**src/rtl/stack_pointer_unit_if.sv**
```systemverilog
// Stack pointer control/status bundle between the CPU control logic and the
// stack pointer unit. The controller drives strobes and the data bus; the
// unit returns the pointer, the selected byte and its status flags.
interface stack_pointer_unit_if #(
  parameter int ADDR_WIDTH = 16,
  parameter int DATA_WIDTH = 8
);
  logic                  sp_inc;
  logic                  sp_dec;
  logic                  sp_load_low;
  logic                  sp_load_high;
  logic                  flag_clear;
  logic                  sp_byte_sel;
  logic [DATA_WIDTH-1:0] bus_in;
  logic [ADDR_WIDTH-1:0] sp_out;
  logic [DATA_WIDTH-1:0] sp_byte_out;
  logic                  sp_full;
  logic                  sp_empty;
  logic                  sp_overflow;
  logic                  sp_underflow;

  modport master (
    output sp_inc, sp_dec, sp_load_low, sp_load_high, flag_clear,
           sp_byte_sel, bus_in,
    input  sp_out, sp_byte_out, sp_full, sp_empty, sp_overflow, sp_underflow
  );

  modport slave (
    input  sp_inc, sp_dec, sp_load_low, sp_load_high, flag_clear,
           sp_byte_sel, bus_in,
    output sp_out, sp_byte_out, sp_full, sp_empty, sp_overflow, sp_underflow
  );
endinterface

```
**src/rtl/stack_pointer_unit.sv**
```systemverilog
// Full-descending hardware stack pointer for the SAP-2.0 CPU.
// PUSH decrements then writes at the new SP, POP reads at SP then increments.
// A 16-bit pointer is loaded from the 8-bit bus in two steps: the low byte
// is staged first, and the high-byte strobe commits both bytes at once.
// Bounds are checked only by equality with STACK_LIMIT (full) and STACK_TOP
// (empty); pointers outside that window wrap silently on inc/dec.
module stack_pointer_unit #(
  parameter int                    ADDR_WIDTH  = 16,
  parameter int                    DATA_WIDTH  = 8,
  parameter logic [ADDR_WIDTH-1:0] STACK_TOP   = 16'h0200,
  parameter logic [ADDR_WIDTH-1:0] STACK_LIMIT = 16'h0100
) (
  input  logic                 clk,
  input  logic                 reset_n,
  stack_pointer_unit_if.slave  bus
);

  logic [ADDR_WIDTH-1:0] sp;
  logic [ADDR_WIDTH-1:0] sp_next;
  logic [DATA_WIDTH-1:0] stage_lo;
  logic [DATA_WIDTH-1:0] stage_lo_next;
  logic                  stage_valid;
  logic                  stage_valid_next;
  logic                  overflow;
  logic                  overflow_next;
  logic                  underflow;
  logic                  underflow_next;
  logic                  full;
  logic                  empty;

  assign full  = (sp == STACK_LIMIT);
  assign empty = (sp == STACK_TOP);

  // Next-state selection: load_high beats load_low beats inc/dec, and a
  // fault raised this cycle overrides a simultaneous flag_clear.
  always_comb begin
    sp_next          = sp;
    stage_lo_next    = stage_lo;
    stage_valid_next = stage_valid;
    overflow_next    = bus.flag_clear ? 1'b0 : overflow;
    underflow_next   = bus.flag_clear ? 1'b0 : underflow;

    if (bus.sp_load_high) begin
      sp_next          = {bus.bus_in, (stage_valid ? stage_lo : sp[DATA_WIDTH-1:0])};
      stage_valid_next = 1'b0;
    end else if (bus.sp_load_low) begin
      stage_lo_next    = bus.bus_in;
      stage_valid_next = 1'b1;
    end else if (bus.sp_inc && !bus.sp_dec) begin
      if (empty) begin
        underflow_next = 1'b1;
      end else begin
        sp_next = sp + ADDR_WIDTH'(1);
      end
    end else if (bus.sp_dec && !bus.sp_inc) begin
      if (full) begin
        overflow_next = 1'b1;
      end else begin
        sp_next = sp - ADDR_WIDTH'(1);
      end
    end
  end

  // State registers; reset drops any staged low byte and returns to empty.
  always_ff @(posedge clk or negedge reset_n) begin
    if (!reset_n) begin
      sp          <= STACK_TOP;
      stage_lo    <= '0;
      stage_valid <= 1'b0;
      overflow    <= 1'b0;
      underflow   <= 1'b0;
    end else begin
      sp          <= sp_next;
      stage_lo    <= stage_lo_next;
      stage_valid <= stage_valid_next;
      overflow    <= overflow_next;
      underflow   <= underflow_next;
    end
  end

  // Status and byte-select outputs are combinational views of the state.
  always_comb begin
    bus.sp_out       = sp;
    bus.sp_byte_out  = bus.sp_byte_sel ? sp[ADDR_WIDTH-1 -: DATA_WIDTH] : sp[DATA_WIDTH-1:0];
    bus.sp_full      = full;
    bus.sp_empty     = empty;
    bus.sp_overflow  = overflow;
    bus.sp_underflow = underflow;
  end

endmodule
```
**src/flat_wrapper.sv**
```systemverilog
// flat-port wrapper written by rule: the top's interface ports become plain ports
module stack_pointer_unit_flat 
#(
  parameter int                    ADDR_WIDTH  = 16,
  parameter int                    DATA_WIDTH  = 8,
  parameter logic [ADDR_WIDTH-1:0] STACK_TOP   = 16'h0200,
  parameter logic [ADDR_WIDTH-1:0] STACK_LIMIT = 16'h0100
)
  (clk, reset_n, bus_sp_inc, bus_sp_dec, bus_sp_load_low, bus_sp_load_high, bus_flag_clear, bus_sp_byte_sel, bus_bus_in, bus_sp_out, bus_sp_byte_out, bus_sp_full, bus_sp_empty, bus_sp_overflow, bus_sp_underflow);
  stack_pointer_unit_if #(.ADDR_WIDTH(ADDR_WIDTH), .DATA_WIDTH(DATA_WIDTH)) bus_i ();
  input  logic clk;
  input  logic reset_n;
  input wire logic [$bits(bus_i.sp_inc)-1:0] bus_sp_inc;
  input wire logic [$bits(bus_i.sp_dec)-1:0] bus_sp_dec;
  input wire logic [$bits(bus_i.sp_load_low)-1:0] bus_sp_load_low;
  input wire logic [$bits(bus_i.sp_load_high)-1:0] bus_sp_load_high;
  input wire logic [$bits(bus_i.flag_clear)-1:0] bus_flag_clear;
  input wire logic [$bits(bus_i.sp_byte_sel)-1:0] bus_sp_byte_sel;
  input wire logic [$bits(bus_i.bus_in)-1:0] bus_bus_in;
  output wire logic [$bits(bus_i.sp_out)-1:0] bus_sp_out;
  output wire logic [$bits(bus_i.sp_byte_out)-1:0] bus_sp_byte_out;
  output wire logic [$bits(bus_i.sp_full)-1:0] bus_sp_full;
  output wire logic [$bits(bus_i.sp_empty)-1:0] bus_sp_empty;
  output wire logic [$bits(bus_i.sp_overflow)-1:0] bus_sp_overflow;
  output wire logic [$bits(bus_i.sp_underflow)-1:0] bus_sp_underflow;
  assign bus_i.sp_inc = bus_sp_inc;
  assign bus_i.sp_dec = bus_sp_dec;
  assign bus_i.sp_load_low = bus_sp_load_low;
  assign bus_i.sp_load_high = bus_sp_load_high;
  assign bus_i.flag_clear = bus_flag_clear;
  assign bus_i.sp_byte_sel = bus_sp_byte_sel;
  assign bus_i.bus_in = bus_bus_in;
  assign bus_sp_out = bus_i.sp_out;
  assign bus_sp_byte_out = bus_i.sp_byte_out;
  assign bus_sp_full = bus_i.sp_full;
  assign bus_sp_empty = bus_i.sp_empty;
  assign bus_sp_overflow = bus_i.sp_overflow;
  assign bus_sp_underflow = bus_i.sp_underflow;
  stack_pointer_unit #(.ADDR_WIDTH(ADDR_WIDTH), .DATA_WIDTH(DATA_WIDTH), .STACK_TOP(STACK_TOP), .STACK_LIMIT(STACK_LIMIT)) u_core (.clk(clk), .reset_n(reset_n), .bus(bus_i));
endmodule
```
**config.mk**
```make
export PLATFORM = sky130hd
export DESIGN_NAME = stack_pointer_unit_flat
export DESIGN_NICKNAME = d
export VERILOG_FILES = /design/src/rtl/stack_pointer_unit_if.sv /design/src/rtl/stack_pointer_unit.sv /design/src/flat_wrapper.sv
export SDC_FILE = /design/constraint.sdc
export NUM_CORES = 1
export LEC_CHECK = 0
export ABC_AREA = 1
export CELL_PAD_IN_SITES_DETAIL_PLACEMENT = 0
export CELL_PAD_IN_SITES_GLOBAL_PLACEMENT = 1
export CORE_MARGIN = 1
export CORE_UTILIZATION = 34
export DETAILED_ROUTE_END_ITERATION = 12
export HOLD_SLACK_MARGIN = 0.06
export PLACE_DENSITY_LB_ADDON = 0.1
export RECOVER_POWER = 50
export SYNTH_ARGS = -nofsm -noshare
export SYNTH_HDL_FRONTEND = slang
export SYNTH_SLANG_ARGS = --single-unit
```
**constraint.sdc**
```tcl
create_clock -name clk -period 1.73 [get_ports clk]
set_input_delay 0.346 -clock clk [delete_from_list [all_inputs] [get_ports clk]]
set_output_delay 0.346 -clock clk [all_outputs]
set_load 0.005 [all_outputs]
```
==> run summary <==
Pre-antenna DRT Iters - 4
Clk_skew - 0.00790 ns
Max-Cap Viols - 0
DR vias - 2,877
IO Pins - 44
Reg2reg path depth - 11
HP Class - register to register
Worst path top cell family by delay - simple AND/OR/NAND/NOR gates
Slew headroom - 0.498
Number of global-route vias before repair - 2,893
Total core area - 6940 µm²
Design Power - 5.46 mW
WP depth - 7
Routed Antenna Nets - 0
Non-Filler Instances - 613
Slowest CP cell - dfrtp_1
Hold path cells - 2
Worst Setup Start Kind - register
Data arrival, critical path - 1.54 ns
Worst R2R Start - u_core.bus.sp_out[4]
DIE WIDTH - 87.6 µm
Register area share after synthesis - 0.271
Final Max Tran Viols - 0
RePlAce Congestion - 0.818
Initial antenna violation count - 0
Yosys reg bits - 27
Clk pin slew, worst setup/hold paths - 0.11 ns
Drt drc - 0
Number of diodes - 0
Routed len/inst - 14.5 µm
Seq pwr share - 0.169
CTS root buf - clkbuf_8
WL met2 - 4400 µm
Min Tclk post-route - 1.88 ns
Layout cells sized above 1 - 0.462
Clk buf depth - 2
Post-synthesis cell type count - 35
P_leak - 2.31 nW
Met1 WL - 4060 µm
Ys Warns - 0
Largest cells by area after synthesis - dfrtp_1 (26%), nand2_1 (20%), inv_1 (10%)
Chip Height - 87.6 µm
GRT Overall Usage - 0.246
Final setup viols - 24
Clock Power Share - 0.076
CP Data Required Time - 1.38 ns
Top-area cell type share of the netlist area - 0.261
CTS tree - yes
Total routed wirelength - 8920 µm
Sw Pwr - 2.43 mW
Final period utilization - 1.09
Worst-Margin Slew - 0.752 ns
DR vias/cell - 4.69
First-pass GRT wire length - 14,300 µm
H-tree Lvls - 1
Fin. Hold Viols - 0
Peak supply drop - 0.516 mV
Yosys top cell by area - dfrtp_1
WL met3 - 218 µm
Worst-Skew Late Latency - 0.29 ns
Combinational fraction of design power - 0.755
Clk sinks - 27
Highest metal used - met4
Layout Nets - 551
Final setup margin - -0.154 ns
Area growth syn-to-layout - 78.7%
Delay of the slowest cell on the worst path - 0.40 ns
Failing checks - negative setup slack
Drt first-iter violations - 94
Initial core utilization - 0.359
RSZ-0062 raised after global routing - yes
Mapped Cells - 382
Mean Syn Cell Area - 6.53 µm²
Syn Std Cell Area - 2490 µm²
Status - finished with violations
CP Max Fanout - 2
Crit. End Element - output port
Total grt overflow - 0
Commonest non-fill, non-tap cell in the layout - nand2_1
# rows - 30
Internal - 3.02 mW
Switching share of power - 0.446
Max frequency - 531 MHz
CTS hold repair buffers - 0
Min-delay src - u_core.bus.sp_underflow
I/O Buffers - 43
PD cells - 1220 nW/µm²
Leading cell types in the layout, fill and taps excluded - nand2_1 (98), buf_4 (67), inv_1 (51)
Post-detail-place hpwl - 6420 µm
Crit-path cells - nor2_2, nand3_2, nor2_4, nand4_1, buf_4, inv_2, buf_2
Die area - 7680 µm²
Critical Path Source - u_core.bus.sp_out[4]
Syn Nets - 415
Placed Cells - 580
Cts bufs inserted - 3
Largest net degree at the start of global routing - 28
CP Class - register to output port
Crit path buffers/inverters - 3
==> worst min-delay path, delay by kind of cell, from the launching register on <==
| kind | cells | cell delay [ns] |
|---|---|---|
| DFF | 1 | 0.35 |
| and+or+nand+nor | 2 | 0.11 |
==> area by class of cell <==
cell class	instances	area, µm²
Inverter	69	284
Tap cell	96	120
Timing Repair inverter	2	22.5
Sequential cell	27	681
Clock inverter	1	8.76
Fill cell	633	2490
Multi-Input combinational cell	280	2080
Clock buffer	3	41.3
Timing Repair Buffer	135	1220
==> sequential cells by signal (all words and copies together) (netlist names) <==
name / cells
u_core.stage_lo: 8
u_core.bus.sp_out: 16
u_core.bus.sp_overflow: 1
u_core.stage_valid: 1
u_core.bus.sp_underflow: 1
==> worst paths after layout <==
path	endpoint	slack [ns]
max reg2reg	u_core.bus.sp_overflow	-0.06
min	u_core.bus.sp_underflow	0.49
min reg2reg	u_core.bus.sp_underflow	0.49
max	bus_sp_full	-0.15
min in group asynchronous	u_core.stage_lo[0]	0.63
max in group asynchronous	u_core.bus.sp_out[11]	0.56
==> cell usage after synthesis <==
cell / instances
buf_6: 1
a21oi_1: 12
or2_2: 1
nand2_1: 130
nand3_2: 2
dfrtp_1: 26
nand3b_4: 1
buf_4: 1
mux2_2: 7
buf_12: 1
ha_1: 16
nor2_2: 3
o21ai_2: 5
nand4_1: 4
fa_1: 1
inv_2: 2
nand3b_1: 2
o21ai_0: 13
buf_2: 2
nor2_1: 27
nand2_4: 1
dfstp_2: 1
nand3_1: 31
nor2_4: 2
mux2i_1: 1
xor2_1: 3
nand2_2: 5
a2bb2oi_1: 1
or2_1: 1
a21boi_1: 6
inv_1: 67
nor3_1: 2
or2_0: 1
clkbuf_1: 2
and2_1: 1
==> kinds of logic after synthesis <==
| family | count (synthesis) | share of synthesized area |
|---|---|---|
| compound gates | 37 | 0.0893 |
| xor+xnor | 3 | 0.0105 |
| fa+ha+maj | 17 | 0.0883 |
| buf+inv | 76 | 0.126 |
| flops | 27 | 0.271 |
| mux | 8 | 0.0356 |
| simple gates | 214 | 0.378 |
==> power groups by stage <==
stage / Sequential [mW] / Clock (mW) / Combinational (mW)
2_1_floorplan: 0.985 / 0 / 1.57
3_3_place_gp: 0.920 / 0 / 3.06
3_5_place_dp: 0.925 / 0 / 3.09
4_1_cts: 0.926 / 0.425 / 3.57
5_1_grt: 0.938 / 0.443 / 4.49
6_report: 0.924 / 0.415 / 4.12
==> metrics by stage <==
| step | cell area (µm²) | hold WS (ns) | setup WS, ns | TNS [ns] | util |
|---|---|---|---|---|---|
| after floorplan | 2590 | 0.0504 | -0.125 | -0.535 | - |
| after global placement | 3600 | 0.465 | -0.830 | -15.32 | 0.519 |
| after detailed placement | 3600 | 0.471 | -0.853 | -15.93 | 0.519 |
| after CTS | 4130 | 0.431 | -0.271 | -0.979 | 0.595 |
| after global routing | 4460 | 0.505 | -0.244 | -2.91 | 0.642 |
| final | 4460 | 0.492 | -0.154 | -0.750 | 0.642 |
==> metal layers <==
metal,up-vias,GRT usage
met5,-,0
met2,52,0.426
met4,0,0.0894
li1,1474,-
met1,1338,0.324
met3,13,0.0170
==> repair_timing <==
item                       4_1_cts  5_1_grt
resized for setup              108       85
pin swaps                       37       49
setup buffers                   19       13
hold endpoints to repair         0        0
cloned                           3        0
setup endpoints to repair       29       29
No activity file was read; power rests on OpenSTA's default activity.
